### src/rtl/zzacc.sv
// rtl/zzacc.sv - zig-zag shift-accumulator with valid/ready result register
//
// Rebuilds an MSB-first dot product from bit-plane partial sums:
//   acc = (in_sh ? acc << 1 : acc) +/- term
// and hands the finished result downstream over a valid/ready handshake.
// When the result register is blocked, the finished value is parked in acc
// (HOLD) and in_ready drops, back-pressuring the address generator.
//
// Optional feature macro: ZZACC_SAT_EN
//   defined   - every accumulation step saturates to the BWACC signed range
//   undefined - two's-complement wrap to BWACC bits
// Either way, the overflow flag records that the true value left the range.
//
// Ports:
//   clk        clock, rising edge
//   clr        synchronous active-high reset
//   in_valid   beat present
//   in_ready   beat accepted when in_valid & in_ready (low only in HOLD)
//   in_data    signed partial sum of one bit-plane pair (BWIN bits)
//   in_sh      shift flag from generator, aligned with in_data
//   in_neg     subtract the term (sign-plane product)
//   in_last    final beat of this multiplication
//   out_valid  result register full
//   out_ready  consumer takes result when out_valid & out_ready
//   out_data   signed result (BWACC bits)
//   out_ovf    overflow occurred while forming out_data
//   busy       state != IDLE or out_valid
module zzacc #(
  parameter int BWIN  = 27,
  parameter int BWACC = 32
) (
  input  logic                    clk,
  input  logic                    clr,
  input  logic                    in_valid,
  output logic                    in_ready,
  input  logic signed [BWIN-1:0]  in_data,
  input  logic                    in_sh,
  input  logic                    in_neg,
  input  logic                    in_last,
  output logic                    out_valid,
  input  logic                    out_ready,
  output logic signed [BWACC-1:0] out_data,
  output logic                    out_ovf,
  output logic                    busy
);

  // Two guard bits: enough for (acc << 1) + term without losing the true sign.
  localparam int W = BWACC + 2;

  typedef enum logic [1:0] {
    IDLE = 2'd0,
    ACC  = 2'd1,
    HOLD = 2'd2
  } state_t;

  state_t                   state_q, state_d;
  logic signed [BWACC-1:0]  acc_q, acc_d;
  logic                     ovf_acc_q, ovf_acc_d;
  logic                     out_valid_q, out_valid_d;
  logic signed [BWACC-1:0]  out_data_q, out_data_d;
  logic                     out_ovf_q, out_ovf_d;

  logic signed [W-1:0]      term_ext;
  logic signed [W-1:0]      term_w;
  logic signed [W-1:0]      base_w;
  logic signed [W-1:0]      sum_w;
  logic [2:0]               top_bits;
  logic                     step_ovf;
  logic signed [BWACC-1:0]  step_val;
  logic                     ovf_next;
  logic                     fire;
  logic                     out_free;

  // Datapath for one accepted beat. In IDLE the base is zero, so the same
  // adder loads the first term; ovf_acc restarts from the step flag alone.
  always_comb begin
    term_ext = {{(W-BWIN){in_data[BWIN-1]}}, in_data};
    term_w   = in_neg ? -term_ext : term_ext;
    if (state_q == ACC) begin
      base_w = in_sh ? {acc_q[BWACC-1], acc_q, 1'b0}
                     : {{2{acc_q[BWACC-1]}}, acc_q};
    end else begin
      base_w = '0;
    end
    sum_w    = base_w + term_w;
    // In range only if the guard bits and the result sign bit all agree.
    top_bits = sum_w[W-1:BWACC-1];
    step_ovf = (top_bits != 3'b000) && (top_bits != 3'b111);
`ifdef ZZACC_SAT_EN
    if (step_ovf) begin
      step_val = sum_w[W-1] ? {1'b1, {(BWACC-1){1'b0}}}
                            : {1'b0, {(BWACC-1){1'b1}}};
    end else begin
      step_val = sum_w[BWACC-1:0];
    end
`else
    step_val = sum_w[BWACC-1:0];
`endif
    ovf_next = ((state_q == ACC) ? ovf_acc_q : 1'b0) | step_ovf;
  end

  assign in_ready = (state_q != HOLD);
  assign fire     = in_valid & in_ready;
  // Register can accept a new value if empty or being drained this cycle.
  assign out_free = ~out_valid_q | out_ready;

  always_comb begin
    state_d     = state_q;
    acc_d       = acc_q;
    ovf_acc_d   = ovf_acc_q;
    out_valid_d = out_valid_q;
    out_data_d  = out_data_q;
    out_ovf_d   = out_ovf_q;

    if (out_valid_q && out_ready) begin
      out_valid_d = 1'b0;
    end

    case (state_q)
      IDLE, ACC: begin
        if (fire) begin
          acc_d     = step_val;
          ovf_acc_d = ovf_next;
          if (in_last) begin
            if (out_free) begin
              out_valid_d = 1'b1;
              out_data_d  = step_val;
              out_ovf_d   = ovf_next;
              state_d     = IDLE;
            end else begin
              state_d = HOLD;
            end
          end else begin
            state_d = ACC;
          end
        end
      end
      HOLD: begin
        if (out_free) begin
          out_valid_d = 1'b1;
          out_data_d  = acc_q;
          out_ovf_d   = ovf_acc_q;
          state_d     = IDLE;
        end
      end
      default: begin
        state_d = IDLE;
      end
    endcase
  end

  always_ff @(posedge clk) begin
    if (clr) begin
      state_q     <= IDLE;
      acc_q       <= '0;
      ovf_acc_q   <= 1'b0;
      out_valid_q <= 1'b0;
      out_data_q  <= '0;
      out_ovf_q   <= 1'b0;
    end else begin
      state_q     <= state_d;
      acc_q       <= acc_d;
      ovf_acc_q   <= ovf_acc_d;
      out_valid_q <= out_valid_d;
      out_data_q  <= out_data_d;
      out_ovf_q   <= out_ovf_d;
    end
  end

  assign out_valid = out_valid_q;
  assign out_data  = out_data_q;
  assign out_ovf   = out_ovf_q;
  assign busy      = (state_q != IDLE) | out_valid_q;

endmodule
### config.mk
export PLATFORM = sky130hd
export DESIGN_NAME = zzacc
export DESIGN_NICKNAME = d
export VERILOG_FILES = /design/src/rtl/zzacc.sv
export SDC_FILE = /design/constraint.sdc
export NUM_CORES = 1
export LEC_CHECK = 0
export BUFFER_PORTS_ARGS = -buffer_cell sky130_fd_sc_hd__buf_4
export CORE_MARGIN = 1
export CORE_UTILIZATION = 45
export DETAILED_ROUTE_END_ITERATION = 7
export GPL_TIMING_DRIVEN = 0
export PLACE_DENSITY = 0.62
export SKIP_CTS_REPAIR_TIMING = 1
export SYNTH_ARGS = -nofsm -noshare
export SYNTH_HDL_FRONTEND = slang
export SYNTH_SLANG_ARGS = --single-unit
### constraint.sdc
create_clock -name clk -period 14.8 [get_ports clk]
set_input_delay 0.74 -clock clk [delete_from_list [all_inputs] [get_ports clk]]
set_output_delay 0.74 -clock clk [all_outputs]
set_load 0.05 [all_outputs]
---- After elaboration in Yosys (flattened, before gate mapping) ----
Index checks and enable logic that the tools add are counted.
storage, ports and cells
  input bits .............................. 34
  word-level logic and storage cells ...... 55
  flip-flop bits (word level) ............. 69
  output and inout bits ................... 36
operators by class
  equality and inequality tests ........... 8
  reductions and logical operators ........ 10
  muxes and demuxes ....................... 24
  bitwise logic cells ..................... 5
  add/sub/neg operators ................... 2
operators with widths
  cell                                                  number
  two-way mux 32 bit                                    5
  two-way mux 34 bit                                    2
  case mux 32 bit (2 select lines)                      1
  adder 34 bit                                          1
  negator 27 -> 34 bit                                  1
  inequality test 2 bit (second input constant)         5
  two-way mux 1 bit                                     9
  two-way mux 2 bit                                     4
  AND reduction 5 bit                                   1
  case mux 1 bit (2 select lines)                       2
  case mux 2 bit (2 select lines)                       1
  AND reduction 2 bit                                   2
  nonzero test 2 bit                                    2
  inequality test 3 bit (second input constant)         1
  OR 1 bit                                              3
  nonzero test 3 bit                                    1
  equality test 2 x 1 -> 1 bit (second input constant)  1
  equality test 2 bit (second input constant)           1
  logical AND 1 bit                                     2
  logical NOT 2 bit                                     1
  OR reduction 2 bit                                    1
  bitwise AND 1 bit                                     1
  inverter 1 bit                                        1

---- Depth between registers and ports, before layout ----
Gate-level depths: netlist of run 1.
  depth in word-level cells ............... 10
  mapped depth ............................ 19
  depth with buffers taken out ............ 19

---- Worst setup path before layout of run 1 ----
OpenSTA, ideal clock, no wires.
  kind .................................... input -> register
  start point ............................. input port in_data[11]
  end point ............................... register ovf_acc_q
  required time ........................... 14.670 ns
  library setup time ...................... 0.130 ns
  path buffers ............................ 0
  slack ................................... 9.624 ns
  cell stages on the path ................. 17
  data arrival time ....................... 5.046 ns
  cell sequence ........................... or4_4 -> or4_1 -> or4_1 -> or2_1 -> o41ai_1 -> xnor2_1 -> ha_1 -> a21o_1 -> a21oi_1 -> o21bai_1 -> a221o_1 -> a21o_1 -> a31o_2 -> a211o_1 -> or2_1 -> mux2i_1 -> o22ai_1
on the way
  longest elaborated chain between the ends .. 6
  elaborated cells on any way between the ends .. 7
  those cells by class .................... add/sub: 2; eq/ne: 1; mux: 1; bitwise: 1; reduce/logical: 2
ends and longest elaborated chain
  what                                                                RTL line  text
  from (decl)                                                         36        input logic signed [BWIN-1:0] in_data,
  negator 27 -> 34 bit                                                78        term_w = in_neg ? -term_ext : term_ext;
  two-way mux 34 bit (*)                                              78
  adder 34 bit (*)                                                    85        sum_w = base_w + term_w;
  inequality test 3 bit / nonzero test 3 bit (equally long branches)  88        step_ovf = (top_bits != 3'b000) && (top_bits != 3'b111);
  logical AND 1 bit (*)                                               88
  OR 1 bit (*)                                                        99        ovf_next = ((state_q == ACC) ? ovf_acc_q : 1'b0) | step_ovf;
  to (signal assigned)                                                163       ovf_acc_q <= ovf_acc_d;
  to (decl)                                                           58        logic ovf_acc_q, ovf_acc_d;
Mark *: on every way between the ends. The rest lies on a longest branch, timed or not.
A chain may end at the register's enable or synchronous reset.

---- Worst setup path in the final report of run 1 ----
Ends and elaborated chain as after synthesis.

==> results of run 1 <==
-- Yosys cell counts (2+ instances only) --
cell type / n / area (um2)
xnor2_1: 39 / 341.6
inv_1: 10 / 37.54
nor2_1: 86 / 322.8
or4_1: 4 / 30.03
and3_1: 5 / 31.28
nand3b_1: 2 / 15.01
a21oi_1: 70 / 350.3
nand3_1: 9 / 45.04
o31a_1: 2 / 17.52
or4_4: 3 / 33.78
nor3b_1: 4 / 30.03
nor2b_1: 9 / 56.30
a211o_1: 2 / 17.52
mux2i_1: 32 / 320.3
nand2b_1: 10 / 62.56
and4_1: 2 / 17.52
nor3_1: 6 / 30.03
and2_1: 2 / 12.51
dfxtp_1: 69 / 1381
or3_1: 6 / 37.54
or2_1: 3 / 18.77
o41ai_1: 4 / 35.03
a31oi_1: 6 / 37.54
a21o_1: 24 / 180.2
buf_1: 11 / 41.29
clkbuf_1: 27 / 101.4
a211oi_1: 14 / 105.1
nand2_1: 138 / 518.0
o21ai_0: 30 / 150.1
o31ai_1: 8 / 60.06
o21bai_1: 5 / 37.54
a311oi_1: 21 / 183.9
o21a_1: 3 / 22.52
o211ai_1: 2 / 15.01
ha_1: 34 / 425.4
a221oi_1: 3 / 26.28
xor2_1: 10 / 87.58
o21ai_1: 2 / 10.01
o22ai_1: 3 / 18.77
-- per-stage QoR --
step	setup WS [ns]	instance area, um2	instances	util (%)
finish	9.112	6411	963	55.20
global route	8.836	6411	963	55.20
CTS	9.173	6411	963	55.20
detailed placement	8.822	6132	948	52.80
global placement	8.923	6132	948	52.80
floorplan	9.624	5443	737	-
-- final cells by class --
class | instances | area (um2) | share of cell area (%)
tap | 143 | 178.9 | 2.791
timing repair buffer | 68 | 510.5 | 7.963
inverter | 11 | 41.29 | 0.6440
multi-input combinational | 618 | 3866 | 60.30
clock buffer | 14 | 274.0 | 4.274
clock inverter | 1 | 5.005 | 0.07806
buffer | 39 | 153.9 | 2.400
sequential | 69 | 1381 | 21.55
-- worst register-to-register path: stages (launching register included) --
cell and delay, ns:
dfxtp_1 0.44, nand2b_1 0.30, buf_1 0.34, nor2_1 0.13, ha_1 0.38, a21o_1 0.20
a21o_1 0.17, a21o_1 0.20, a221oi_1 0.21, nand2_1 0.22, a31o_2 0.31, a211o_1 0.36
or2_1 0.26, mux2i_1 0.35, o22ai_1 0.15
-- registers in the layout (all words and copies together) (netlist names) --
signal / flops
out_data: 32
out_ovf: 1
acc_q: 32
out_valid: 1
ovf_acc_q: 1
state_q: 2
-- where the power goes --
| group | internal, mW | total [mW] | switching [mW] |
|---|---|---|---|
| combinational | 0.0709 | 0.193 | 0.122 |
| clock | 0.126 | 0.203 | 0.0766 |
| sequential | 0.202 | 0.217 | 0.0149 |
-- how the worst min path moves through the flow --
stage / cells past startpoint / slack [ns] / from / end
floorplan: 2 / 0.46 / acc_q[0]$_SDFFE_PP0P_ / acc_q[0]$_SDFFE_PP0P_
global placement: 2 / 0.45 / out_data[2]$_SDFFE_PP0P_ / out_data[2]$_SDFFE_PP0P_
detailed placement: 2 / 0.46 / out_data[2]$_SDFFE_PP0P_ / out_data[2]$_SDFFE_PP0P_
CTS: 2 / 0.47 / out_data[2]$_SDFFE_PP0P_ / out_data[2]$_SDFFE_PP0P_
global route: 2 / 0.49 / out_data[2]$_SDFFE_PP0P_ / out_data[2]$_SDFFE_PP0P_
finish: 2 / 0.47 / out_data[2]$_SDFFE_PP0P_ / out_data[2]$_SDFFE_PP0P_
-- per-layer routing --
| metal | vias up | wire length, um | share of wire (%) | track usage [%] |
|---|---|---|---|---|
| met5 | - | 0 | 0 | 0 |
| met4 | 0 | 241 | 1.5 | 7.378 |
| met3 | 15 | 992 | 6.2 | 2.885 |
| met2 | 164 | 6910 | 43 | 39.96 |
| met1 | 2543 | 7963 | 49 | 38.00 |
| li1 | 2788 | - | - | - |
-- cells by family (layout without fill, tap and decap cells) --
family,Yosys count,after routing,synth area share [%]
DFF,69,69,25.38
xor gates and xnor gates,49,49,7.885
adders and majority gates,35,35,8.184
and+or+nand+nor,295,295,24.09
AOI/OAI and AO/OA,207,207,24.99
muxes,32,32,5.885
buffers and inverters,50,133,3.586
==> out/metrics.cfg, run 1 <==
[status]
outcome = finished with violations
violations = design-rule violations

[placement]
port_buffers = 68
hpwl_um = 13060
place_congestion = 0.8689

[global_route]
grt_pass1_wl_um = 25690
antenna_found_initial = 0
gr-total-overflow = 0
grt_max_degree = 11
grt_pass1_vias = 5003
grt_usage_pct = 25.93

[yosys]
ys_types = 56
synth_ff_type = dfxtp_1
seq_area_frac_synth_pct = 25.38
syn-num-nets = 806
yosysWarningCount = 0
ys_async_sr_fraction_pct = 0
synth_edf_count = 0
synth-seq-cells = 69
synth.avg_cell_area_um2 = 7.385
netlist_instances = 737
syn_area_um2 = 5443

[power]
peakVddDrop_mv = 0.07394
power.density_nw_per_um2 = 95.48
p_leak_nw = 2.840
power_mw = 0.6121

[critical_path]
end_kind = flop
crit_required_ns = 14.99
cp_slowest_stage_delay_ns = 0.57
critical_path_arrival_ns = 5.88
critPathCapture = ovf_acc_q$_SDFFE_PP0P_
crit_buf_inv = 1
reg2reg_depth = 14
critPathLaunchType = input pin
critPathKind = input pin to flop
worstPathCellList = buf_4 > or4_4 > or4_1 > or4_1 > or2_1 > o41ai_1 > xnor2_1 > ha_1 > a21o_1 > a21oi_1 > o21bai_1 > a221o_1 > a21o_1 > a31o_2 > a211o_1 > or2_1 > mux2i_1 > o22ai_1
worstReg2RegEnd = ovf_acc_q$_SDFFE_PP0P_
rrSetupSlack_ns = 10.66
cpMaxStageDelayCell = or4_4
crit_path_start = in_data[11]
critPathTopFamily = simple AND/OR/NAND/NOR gates
r2r_start = state_q[1]$_SDFFE_PP0P_
critical_path_cell_count = 18
worst-path-max-fanout = 5

[sta]
final-hold-violation-count = 0
skew_ns = 0.005360
fin_crit_ns = 5.688
drv_slew = 0
holdWs_ns = 0.4716
final-setup-viol-count = 0
period_share_pct = 38.43
rsz0062_at_grt = no
fmax_mhz = 175.8
tightest_slew_ns = 0.6812
relSlewSlack_pct = 54.59
finalSetupTns_ns = 0

[route]
wl_per_cell_um = 16.73
route.final.wire_length_um = 16110
drtPass1Iterations = 8
remaining_drc_errors = 10
ant_nets = 0
viasPerCell = 5.722
vias = 5510
drt_iter0_drc = 342

[finish]
n_fill_cell = 1136
final_common_cell = nand2_1
layout_common_cells = nand2_1, nor2_1, a21oi_1, dfxtp_1, buf_4
diodes = 0
drive_above_1_share_pct = 10.85
final_nets = 885
syn2layout_area_growth_pct = 17.79

[clock_network]
cts_buffers = 9
clock-sinks = 69
cts_tree = done
clk_path_buf_depth = 2
cts_root_buffer = clkbuf_16
path_clk_slew_ns = 0.05
insertion_delay_ns = 0.33
htree_levels = 3

[floorplanning]
core_area_um2 = 11610
rows = 39
pin_count = 70
die_area_um2 = 12540
die_h_um = 112.0
initial_utilization_pct = 46.86
die_w_um = 112.0

[flow_run]
cap_violations = 0

[worst_hold_path]
min_path_type = flop to flop

(Power assumes the default switching activity.)
==> run 2, diff against run 1 <==
--- a/config.mk
+++ b/config.mk
@@ -5,12 +5,13 @@
 export SDC_FILE = /design/constraint.sdc
 export NUM_CORES = 1
 export LEC_CHECK = 0
+export ABC_AREA = 1
 export BUFFER_PORTS_ARGS = -buffer_cell sky130_fd_sc_hd__buf_4
 export CORE_MARGIN = 1
 export CORE_UTILIZATION = 45
 export DETAILED_ROUTE_END_ITERATION = 7
 export GPL_TIMING_DRIVEN = 0
-export PLACE_DENSITY = 0.62
+export PLACE_DENSITY = 0.64
 export SKIP_CTS_REPAIR_TIMING = 1
 export SYNTH_ARGS = -nofsm -noshare
 export SYNTH_HDL_FRONTEND = slang
==> constraint.sdc (replaced) <==
create_clock -name clk -period 4.65 [get_ports clk]
set_input_delay 0.2325 -clock clk [delete_from_list [all_inputs] [get_ports clk]]
set_output_delay 0.2325 -clock clk [all_outputs]
set_load 0.05 [all_outputs]
==> out/metrics.cfg, run 2 <==
[global_route]
grt_pass1_vias = 5804
gr-max-usage-layer = met1
grt_pass1_wl_um = 29330
antenna_found_initial = 0
grt_max_degree = 12
grt_usage_pct = 26.47
use_met1_pct = 40.38
gr-total-overflow = 0
grt_use_met3_pct = 3.185
met2_usage_pct = 38.90

[route]
drt_iter0_drc = 452
wl_per_cell_um = 14.47
vias = 6545
remaining_drc_errors = 0
route.final.wire_length_um = 18240
drtPass1Iterations = 5
viasPerCell = 5.194
ant_nets = 0

[floorplanning]
die_h_um = 118.5
die_area_um2 = 14040
rows = 42
initial_utilization_pct = 46.12
core_area_um2 = 13240
die_w_um = 118.5
pin_count = 70

[placement]
pre_cts_slack_ns = 0.9785
placed_cell_area_um2 = 6830
hpwl_um = 14920
dp.cells = 1244
place_congestion = 0.8900
port_buffers = 67

[sta]
fmax_mhz = 284.2
final-setup-viol-count = 0
holdWs_ns = 0.1602
relSlewSlack_pct = 60.68
rsz0062_at_grt = no
finalSetupTns_ns = 0
final-hold-violation-count = 0
drv_slew = 0
skew_ns = 0.004829
tightest_slew_ns = 0.5897
fin_crit_ns = 3.519
period_share_pct = 75.67
timing.final.ws_setup_ns = 1.131

[yosys]
synth.avg_cell_area_um2 = 6.101
seq_area_frac_synth_pct = 22.62
synth_fa_ha_area_share_pct = 7.294
yosysTopAreaCell = dfxtp_1
synth.top_cells.by_count = nand2_1, inv_1, a21oi_1
synth_edf_count = 0
synth-seq-cells = 69
synth.area.top_cells = dfxtp_1, nand2_1, a21oi_1
synth-simple-area-share_pct = 25.45
synth-compound-area-share_pct = 25.57
muxShareOfSynthArea_pct = 0
syn_area_um2 = 6107
ys_async_sr_fraction_pct = 0
synth_top_family_by_area = compound AO/OA/AOI/OAI gates
netlist_instances = 1001
yosysWarningCount = 0
yosysMostFrequentCell = nand2_1
yosysTopAreaCellShare_pct = 22.62
syn-num-nets = 1070
synth_ff_type = dfxtp_1
ys_types = 42
synth_xor_area_share_pct = 6.740

[critical_path]
cpMostUsedCell = nand2_1
critPathTopFamily = simple AND/OR/NAND/NOR gates
crit_buf_inv = 3
cpMaxStageDelayCell = clkbuf_1
crit_required_ns = 4.86
critical_path_arrival_ns = 3.73
worst-path-max-fanout = 10
critPathLaunchType = flop
end_kind = flop
worstPathCellList = inv_2 > nor2_2 > clkbuf_1 > o21ai_0 > a21oi_1 > ha_1 > nand2_1 > inv_1 > nand2_1 > nand2_1 > a21oi_1 > nand3_1 > a21oi_1 > nand2_1 > nand2_1 > nand2_1 > nand2_1 > nand3_1 > nand2_1 > a21oi_2
critPathKind = flop to flop
cp_slowest_stage_delay_ns = 0.36

[status]
outcome = complete, no violations

[power]
power.density_nw_per_um2 = 279.6
peakVddDrop_mv = 0.1295
p_leak_nw = 3.629

[clock_network]
clock-sinks = 69
insertion_delay_ns = 0.34
clk_path_buf_depth = 2
htree_levels = 3
path_clk_slew_ns = 0.06
cts_root_buffer = clkbuf_16
cts_buffers = 9
cts_tree = done

[finish]
syn2layout_area_growth_pct = 16.41
diodes = 0
fin_area_um2 = 7109
final_common_cell = nand2_1
drive_above_1_share_pct = 12.36
n_fill_cell = 1416
final_nets = 1148
layout_common_cells = nand2_1, inv_1, a21oi_1, o21ai_0, dfxtp_1
final_cells = 1260

[worst_hold_path]
min_path_type = input pin to flop

[flow_run]
cap_violations = 0

## run 2: cell count changes after synthesis, moves of 11 or more
| cell | before | now |
|---|---|---|
| nor2_1 | 86 | 63 |
| nand2_1 | 138 | 225 |
| mux2i_1 | 32 | 0 |
| a311oi_1 | 21 | 0 |
| nand3_1 | 9 | 37 |
| a211oi_1 | 14 | 3 |
| xnor2_1 | 39 | 16 |
| a21o_1 | 24 | 3 |
| o21ai_0 | 30 | 93 |
| inv_1 | 10 | 151 |
| a21oi_1 | 70 | 140 |
| xor2_1 | 10 | 31 |
## run 2: kinds of logic (layout without fill, tap and decap cells)
kind of cell,count (synthesis),in the layout
and+or+nand+nor,367,367
adders and majority gates,35,35
DFF,69,69
AOI/OAI and AO/OA,284,284
buffers and inverters,199,282
xor gates and xnor gates,47,47
## run 2: worst reg2reg max path, stage by stage (launching register included)
cell	delay [ns]
dfxtp_1	0.35
inv_2	0.05
nor2_2	0.28
clkbuf_1	0.36
o21ai_0	0.17
a21oi_1	0.30
ha_1	0.35
nand2_1	0.14
inv_1	0.05
nand2_1	0.06
nand2_1	0.08
a21oi_1	0.16
nand3_1	0.25
a21oi_1	0.25
nand2_1	0.07
nand2_1	0.06
nand2_1	0.05
nand2_1	0.13
nand3_1	0.09
nand2_1	0.08
a21oi_2	0.05
## run 2: path summary, 6_finish.rpt
| kind | endpoint | slack (ns) | depth (start not counted) | startpoint |
|---|---|---|---|---|
| worst max register to register | out_ovf$_SDFFE_PP0P_ | 1.13 | 20 | state_q[0]$_SDFFE_PP0P_ |
| worst max-delay path | out_ovf$_SDFFE_PP0P_ | 1.13 | 20 | state_q[0]$_SDFFE_PP0P_ |
| worst min register to register | out_data[13]$_SDFFE_PP0P_ | 0.46 | 2 | out_data[13]$_SDFFE_PP0P_ |
| worst min-delay path | state_q[1]$_SDFFE_PP0P_ | 0.16 | 4 | out_ready |
## run 2: metal layers
metal / vias to the layer above / share of wire, %
met4: 0 / 1.6
met1: 2917 / 52
li1: 3399 / -
met3: 18 / 5.9
met5: - / 0
met2: 211 / 41
## run 2: metrics by stage
stage,power (mW),util (%)
2_1_floorplan,1.153,-
3_3_place_gp,1.341,51.58
3_5_place_dp,1.346,51.58
4_1_cts,1.983,53.68
5_1_grt,2.096,53.68
6_report,1.988,53.68
## run 2: cell type report
| type | count | area [um2] | area share (%) |
|---|---|---|---|
| Inverter | 162 | 608.1 | 8.553 |
| Multi-Input combinational cell | 733 | 3973 | 55.88 |
| Timing Repair Buffer | 67 | 503.0 | 7.075 |
| Tap cell | 176 | 220.2 | 3.097 |
| Buffer | 37 | 145.1 | 2.042 |
| Clock buffer | 12 | 256.5 | 3.608 |
| Sequential cell | 69 | 1381 | 19.43 |
| Clock inverter | 4 | 22.52 | 0.3168 |
## run 2: where the power goes
group	switching [mW]	internal [mW]	total (mW)
Combinational	0.452	0.215	0.667
Clock	0.258	0.387	0.645
Sequential	0.0323	0.644	0.676
Total	0.742	1.25	1.99
